===== src/rtl/alu_decoder_pkg.sv =====
// Shared constants and types for the ALU control decoder.
// Optional feature macro: ALU_DEC_EXT_EN (consumed in alu_decoder_comb).
package alu_decoder_pkg;

   typedef logic [2:0] alu_ctrl_t;

   // ALUControl codes presented to the ALU
   localparam alu_ctrl_t ALU_ADD = 3'b000;
   localparam alu_ctrl_t ALU_SUB = 3'b001;
   localparam alu_ctrl_t ALU_AND = 3'b010;
   localparam alu_ctrl_t ALU_OR  = 3'b011;
   localparam alu_ctrl_t ALU_XOR = 3'b100;
   localparam alu_ctrl_t ALU_SLT = 3'b101;
   localparam alu_ctrl_t ALU_SLL = 3'b110;
   localparam alu_ctrl_t ALU_SRL = 3'b111;

   // Operation classes from the main control decoder
   localparam logic [1:0] ALUOP_ADD   = 2'b00;
   localparam logic [1:0] ALUOP_SUB   = 2'b01;
   localparam logic [1:0] ALUOP_FUNCT = 2'b10;
   localparam logic [1:0] ALUOP_RSVD  = 2'b11;

   // funct3 field values (instruction bits [14:12])
   localparam logic [2:0] F3_ADD  = 3'b000;
   localparam logic [2:0] F3_SLL  = 3'b001;
   localparam logic [2:0] F3_SLT  = 3'b010;
   localparam logic [2:0] F3_SLTU = 3'b011;
   localparam logic [2:0] F3_XOR  = 3'b100;
   localparam logic [2:0] F3_SR   = 3'b101;
   localparam logic [2:0] F3_OR   = 3'b110;
   localparam logic [2:0] F3_AND  = 3'b111;

endpackage : alu_decoder_pkg


===== src/rtl/alu_decoder_comb.sv =====
// Pure combinational ALUOp/funct -> ALUControl mapping with illegal flag.
// Optional feature macro: ALU_DEC_EXT_EN adds xor, sll and srl decoding.
module alu_decoder_comb
   import alu_decoder_pkg::*;
(
   input  logic [1:0] ALUOp,
   input  logic [2:0] funct3,
   input  logic       funct7,
   input  logic       Op5,
   output alu_ctrl_t  ALUControl,
   output logic       Illegal
);

   // Decode the operation class, then funct3 for R/I-type arithmetic
   always_comb begin
      // NOTE: both outputs get a default before the case so every path assigns them and no latch is inferred.
      ALUControl = ALU_ADD;
      Illegal    = 1'b0;
      case (ALUOp)
         ALUOP_ADD: ALUControl = ALU_ADD;
         ALUOP_SUB: ALUControl = ALU_SUB;
         ALUOP_FUNCT: begin
            case (funct3)
               // Only R-type (Op5=1) with funct7[5]=1 is sub; addi ignores funct7
               F3_ADD: ALUControl = (Op5 && funct7) ? ALU_SUB : ALU_ADD;
               F3_SLT: ALUControl = ALU_SLT;
               F3_OR:  ALUControl = ALU_OR;
               F3_AND: ALUControl = ALU_AND;
`ifdef ALU_DEC_EXT_EN
               F3_XOR: ALUControl = ALU_XOR;
               F3_SLL: begin
                  if (!funct7) ALUControl = ALU_SLL;
                  else         Illegal    = 1'b1;
               end
               F3_SR: begin
                  // sra (funct7=1) has no ALU code; flag it rather than alias to srl
                  if (!funct7) ALUControl = ALU_SRL;
                  else         Illegal    = 1'b1;
               end
               default: Illegal = 1'b1;  // sltu and unknown encodings
`else
               default: Illegal = 1'b1;  // shifts, sltu, xor unsupported
`endif
            endcase
         end
         default: Illegal = 1'b1;        // reserved class (and unknown ALUOp)
      endcase
   end

endmodule : alu_decoder_comb


===== src/rtl/alu_decoder.sv =====
// ALU control decoder top: combinational decode plus optional output register.
// Optional feature macro: ALU_DEC_EXT_EN (see alu_decoder_comb).
module alu_decoder
   import alu_decoder_pkg::*;
#(
   parameter bit REG_OUT = 1'b1
)(
   input  logic       clk,
   input  logic       rst_n,
   input  logic [1:0] ALUOp,
   input  logic [2:0] funct3,
   input  logic       funct7,
   input  logic       Op5,
   output logic [2:0] ALUControl,
   output logic [2:0] ALUControl_q,
   output logic       Illegal,
   output logic       Illegal_q
);

   alu_ctrl_t ctrl_d;
   logic      illegal_d;

   alu_decoder_comb u_comb (
      .ALUOp      (ALUOp),
      .funct3     (funct3),
      .funct7     (funct7),
      .Op5        (Op5),
      .ALUControl (ctrl_d),
      .Illegal    (illegal_d)
   );

   // Combinational outputs are independent of reset
   assign ALUControl = ctrl_d;
   assign Illegal    = illegal_d;

   generate
      if (REG_OUT) begin : g_reg
         alu_ctrl_t ctrl_q;
         logic      illegal_q;

         // Capture the decode every cycle; async reset clears to add / legal
         always_ff @(posedge clk or negedge rst_n) begin
            // NOTE: non-blocking assignments here so all flops sample pre-edge values together.
            if (!rst_n) begin
               ctrl_q    <= ALU_ADD;
               illegal_q <= 1'b0;
            end else begin
               ctrl_q    <= ctrl_d;
               illegal_q <= illegal_d;
            end
         end

         assign ALUControl_q = ctrl_q;
         assign Illegal_q    = illegal_q;
      end else begin : g_noreg
         assign ALUControl_q = ctrl_d;
         assign Illegal_q    = illegal_d;
      end
   endgenerate

endmodule : alu_decoder


===== config.mk =====
export PLATFORM = sky130hd
export DESIGN_NAME = alu_decoder
export DESIGN_NICKNAME = d
export VERILOG_FILES = /design/src/rtl/alu_decoder_pkg.sv /design/src/rtl/alu_decoder_comb.sv /design/src/rtl/alu_decoder.sv
export SDC_FILE = /design/constraint.sdc
export NUM_CORES = 1
export LEC_CHECK = 0
export CAP_MARGIN = 40
export CELL_PAD_IN_SITES_DETAIL_PLACEMENT = 1
export CELL_PAD_IN_SITES_GLOBAL_PLACEMENT = 1
export CORE_AREA = 2 2 39 41
export CTS_CLUSTER_SIZE = 28
export DETAILED_ROUTE_END_ITERATION = 16
export DIE_AREA = 0 0 41 43
export PLACE_DENSITY_LB_ADDON = 0.3
export SYNTH_ARGS = -nofsm -noshare
export SYNTH_HDL_FRONTEND = slang
export SYNTH_SLANG_ARGS = --single-unit

===== constraint.sdc =====
create_clock -name clk -period 1.1 [get_ports clk]
set_clock_uncertainty 0.15 [all_clocks]
set_input_delay 0.22 -clock clk [delete_from_list [all_inputs] [get_ports clk]]
set_output_delay 0.22 -clock clk [all_outputs]
set_load 0.02 [all_outputs]

==> flow_summary_export.csv <==
group,metric,value,unit
setup_path,critPathLaunchType,"primary input",
flow_run,max-cap-violations,0,
setup_path,critPathCaptureType,"output port",
routing,postRouteWirelength,727,microns
setup_path,crit_type,"primary input to output port",
run_status,failing_checks,"setup timing",
clock_network,number_of_clock_buffers_inserted_by_tritoncts,3,
placement,port_buffers,16,
placement,gpl.final_weighted_congestion,0.585,
sta,slew_viol_final,0,
run_status,outcome,"finished, violations left",
pwr,total_switching_power,0.136,mW
setup_path,worst-endpoint-required,730,ps
pwr,power_frac_comb,0.337,
cells_and_area,seqCellArea,100,sq um
routing,vias_per_cell,4.25,
sta,timing.final.crit_share,1.26,
placement,dp_hpwl,607,microns
floorplanning,chip_height,43,microns
floorplanning,io_pins,17,
clock_network,clock-sinks,4,
setup_path,crit_arrival,1010,ps
clock_network,post_cts_hold_buffer_count,0,
clock_network,max-clock-path-buffers,2,
sta,finalHoldViolations,0,
cells_and_area,mostFrequentLayoutCells,"sky130_fd_sc_hd__buf_6, sky130_fd_sc_hd__dfrtp_1",
pwr,internal-power,0.369,mW
sta,layout_min_cycle_time,1380,ps
synthesis,synth_nets,31,
pwr,share_clk_of_total_power,0.349,
clock_network,cts_max_level,1,
cells_and_area,finalNetCount,55,
global_route,grt_remaining_overflow,0,
pwr,power_switching_share,0.269,
cells_and_area,final_design_area_no_fill,543,sq um
global_route,via_count_of_the_first_global_routing_pass,276,
cells_and_area,n_fill_cell,150,
routing,final_antenna_net_count,0,
cells_and_area,multi_input_area,178,sq um
global_route,grt_start_max_net_pins,6,
pwr,ir_worst_vdd,246,uV
pwr,total_leakage_power,0.249,nW
synthesis,synth.yosys.seq_area_share,0.479,
cells_and_area,leading_cell_type_in_the_layout_fill_and_taps_excluded,"sky130_fd_sc_hd__buf_6",
cells_and_area,layout.core_utilization,0.392,
setup_path,worstPathMaxFanout,5,
sta,final_critical_path_setup_slack,-284,ps
sta,rsz0062_at_grt,"true",
pwr,power.sequential.fraction,0.315,
floorplanning,fp.coreArea,1380,sq um
sta,tightestPinTransition,203,ps
floorplanning,number_of_cell_rows,14,
synthesis,netlist_instances,19,
pwr,power.density,929,nW/um^2
global_route,antenna_found_initial,0,
sta,fmax,722,MHz
routing,route.vias.total,242,
clock_network,clkSlewWorstSetupHoldPaths,40,ps
cells_and_area,n_antenna_cell,0,
cells_and_area,layout-area-overhead-vs-synth,160,%
cells_and_area,drive_gt1_frac,0.707,
synthesis,netlist_top_cells_area,"sky130_fd_sc_hd__dfrtp_1, sky130_fd_sc_hd__ha_1, sky130_fd_sc_hd__inv_1",
routing,wire_per_inst,12.8,microns
clock_network,cts.root.buffer_cell,"sky130_fd_sc_hd__clkbuf_4",
floorplanning,floorplan.initialDensity,0.151,
clock_network,tritoncts,"built",
global_route,grt_use_total,0.0952,
floorplanning,die-area,1760,sq um
synthesis,mappedNetlistArea,209,sq um
placement,detailed_place.area,463,sq um
synthesis,synth_top_area_cell,"sky130_fd_sc_hd__dfrtp_1",
sta,worst_relative_slew_slack,0.864,
global_route,grt_first_pass_wirelength,1.08,mm
synthesis,ys_seq_elements,4,
floorplanning,die_width,41,microns
sta,setup_viol,4,
routing,route.detailed.drc,0,
synthesis,post_synth_num_cell_types,12,
synthesis,avgSynthCellArea,11.0,sq um
pwr,p_total,0.504,mW
synthesis,yosysWarnings,0,
routing,drt_first_iter_violations,3,
min_path,worst_hold_path_type,"primary input to async pin",
routing,firstDrtPassIters,4,
synthesis,synth_largest_type_area_fraction,0.479,
[synthesized netlist by cell type (all sizes together)]
library cell and instances:
a21boi 1, a21o 1, a21oi 1, a31oi 1, and3 1, and4 1
dfrtp 4, ha 3, inv 3, nand4 1, nor2 1, nor3 1
[per-layer routing]
layer	track usage	wire length (microns)	up-vias	part of all wire
li1	-	-	110	-
met1	0.0639	175	120	0.24
met2	0.188	502	12	0.69
met3	0.0157	49	0	0.067
met4	0.0800	0	0	0
met5	0	0	-	0
[kinds of logic (layout without fill, tap and decap cells)]
kind of cell | count (synthesis) | after routing | synth area share
simple gates | 5 | 5 | 0.162
buf+inv | 3 | 25 | 0.0539
flops | 4 | 4 | 0.479
compound gates | 4 | 4 | 0.126
fa+ha+maj | 3 | 3 | 0.180
[through the flow]
step	setup WS, ps	instances	setup TNS [ps]	hold slack, ps
CTS	-414	57	-1400	45.7
global placement	-1230	54	-7400	276
detailed placement	-1230	54	-7550	289
global route	-332	57	-1180	45.9
finish	-284	57	-986	42.1
floorplan	-29.5	19	-79.7	-226
[timing repair]
action	CTS	global route
resized for setup	63	15
cloned	0	0
pin swaps	3	3
setup buffers	0	1
setup endpoints to repair	12	8
[power groups by stage]
stage | Combinational, mW | Clock, mW | Sequential (mW)
after floorplan | 0.0518 | 0 | 0.169
after global placement | 0.144 | 0 | 0.159
after detailed placement | 0.148 | 0 | 0.159
after CTS | 0.152 | 0.180 | 0.158
after global routing | 0.179 | 0.189 | 0.159
final | 0.170 | 0.176 | 0.159
[worst max-delay path, cell delays in order]
cell and delay [ps]:
sky130_fd_sc_hd__buf_12 110, sky130_fd_sc_hd__inv_12 50, sky130_fd_sc_hd__ha_4 160, sky130_fd_sc_hd__nand4_1 140
sky130_fd_sc_hd__a21boi_4 190, sky130_fd_sc_hd__buf_6 140
[how the worst max path moves through the flow]
stage / startpoint / end / slack (ps) / cells after the start
CTS: ALUOp[0] / ALUControl[0] / -410 / 7
global placement: ALUOp[0] / ALUControl[2] / -1230 / 6
detailed placement: ALUOp[0] / ALUControl[2] / -1230 / 6
global route: ALUOp[0] / ALUControl[0] / -330 / 6
floorplan: ALUOp[1] / ALUControl[2] / -30 / 3
finish: ALUOp[0] / ALUControl[0] / -280 / 6
[area by class of cell]
class | instances | area share
repair buffers | 19 | 0.357
multi-input cells | 12 | 0.327
flip-flops and latches | 4 | 0.184
inverters | 3 | 0.0530
clock buffers | 3 | 0.0415
well taps | 16 | 0.0369
[flip-flops by register name, indices dropped and copies added, names as in the netlist]
register	cells
ALUControl_q	3
Illegal_q	1
No activity file was read; power rests on OpenSTA's default activity.
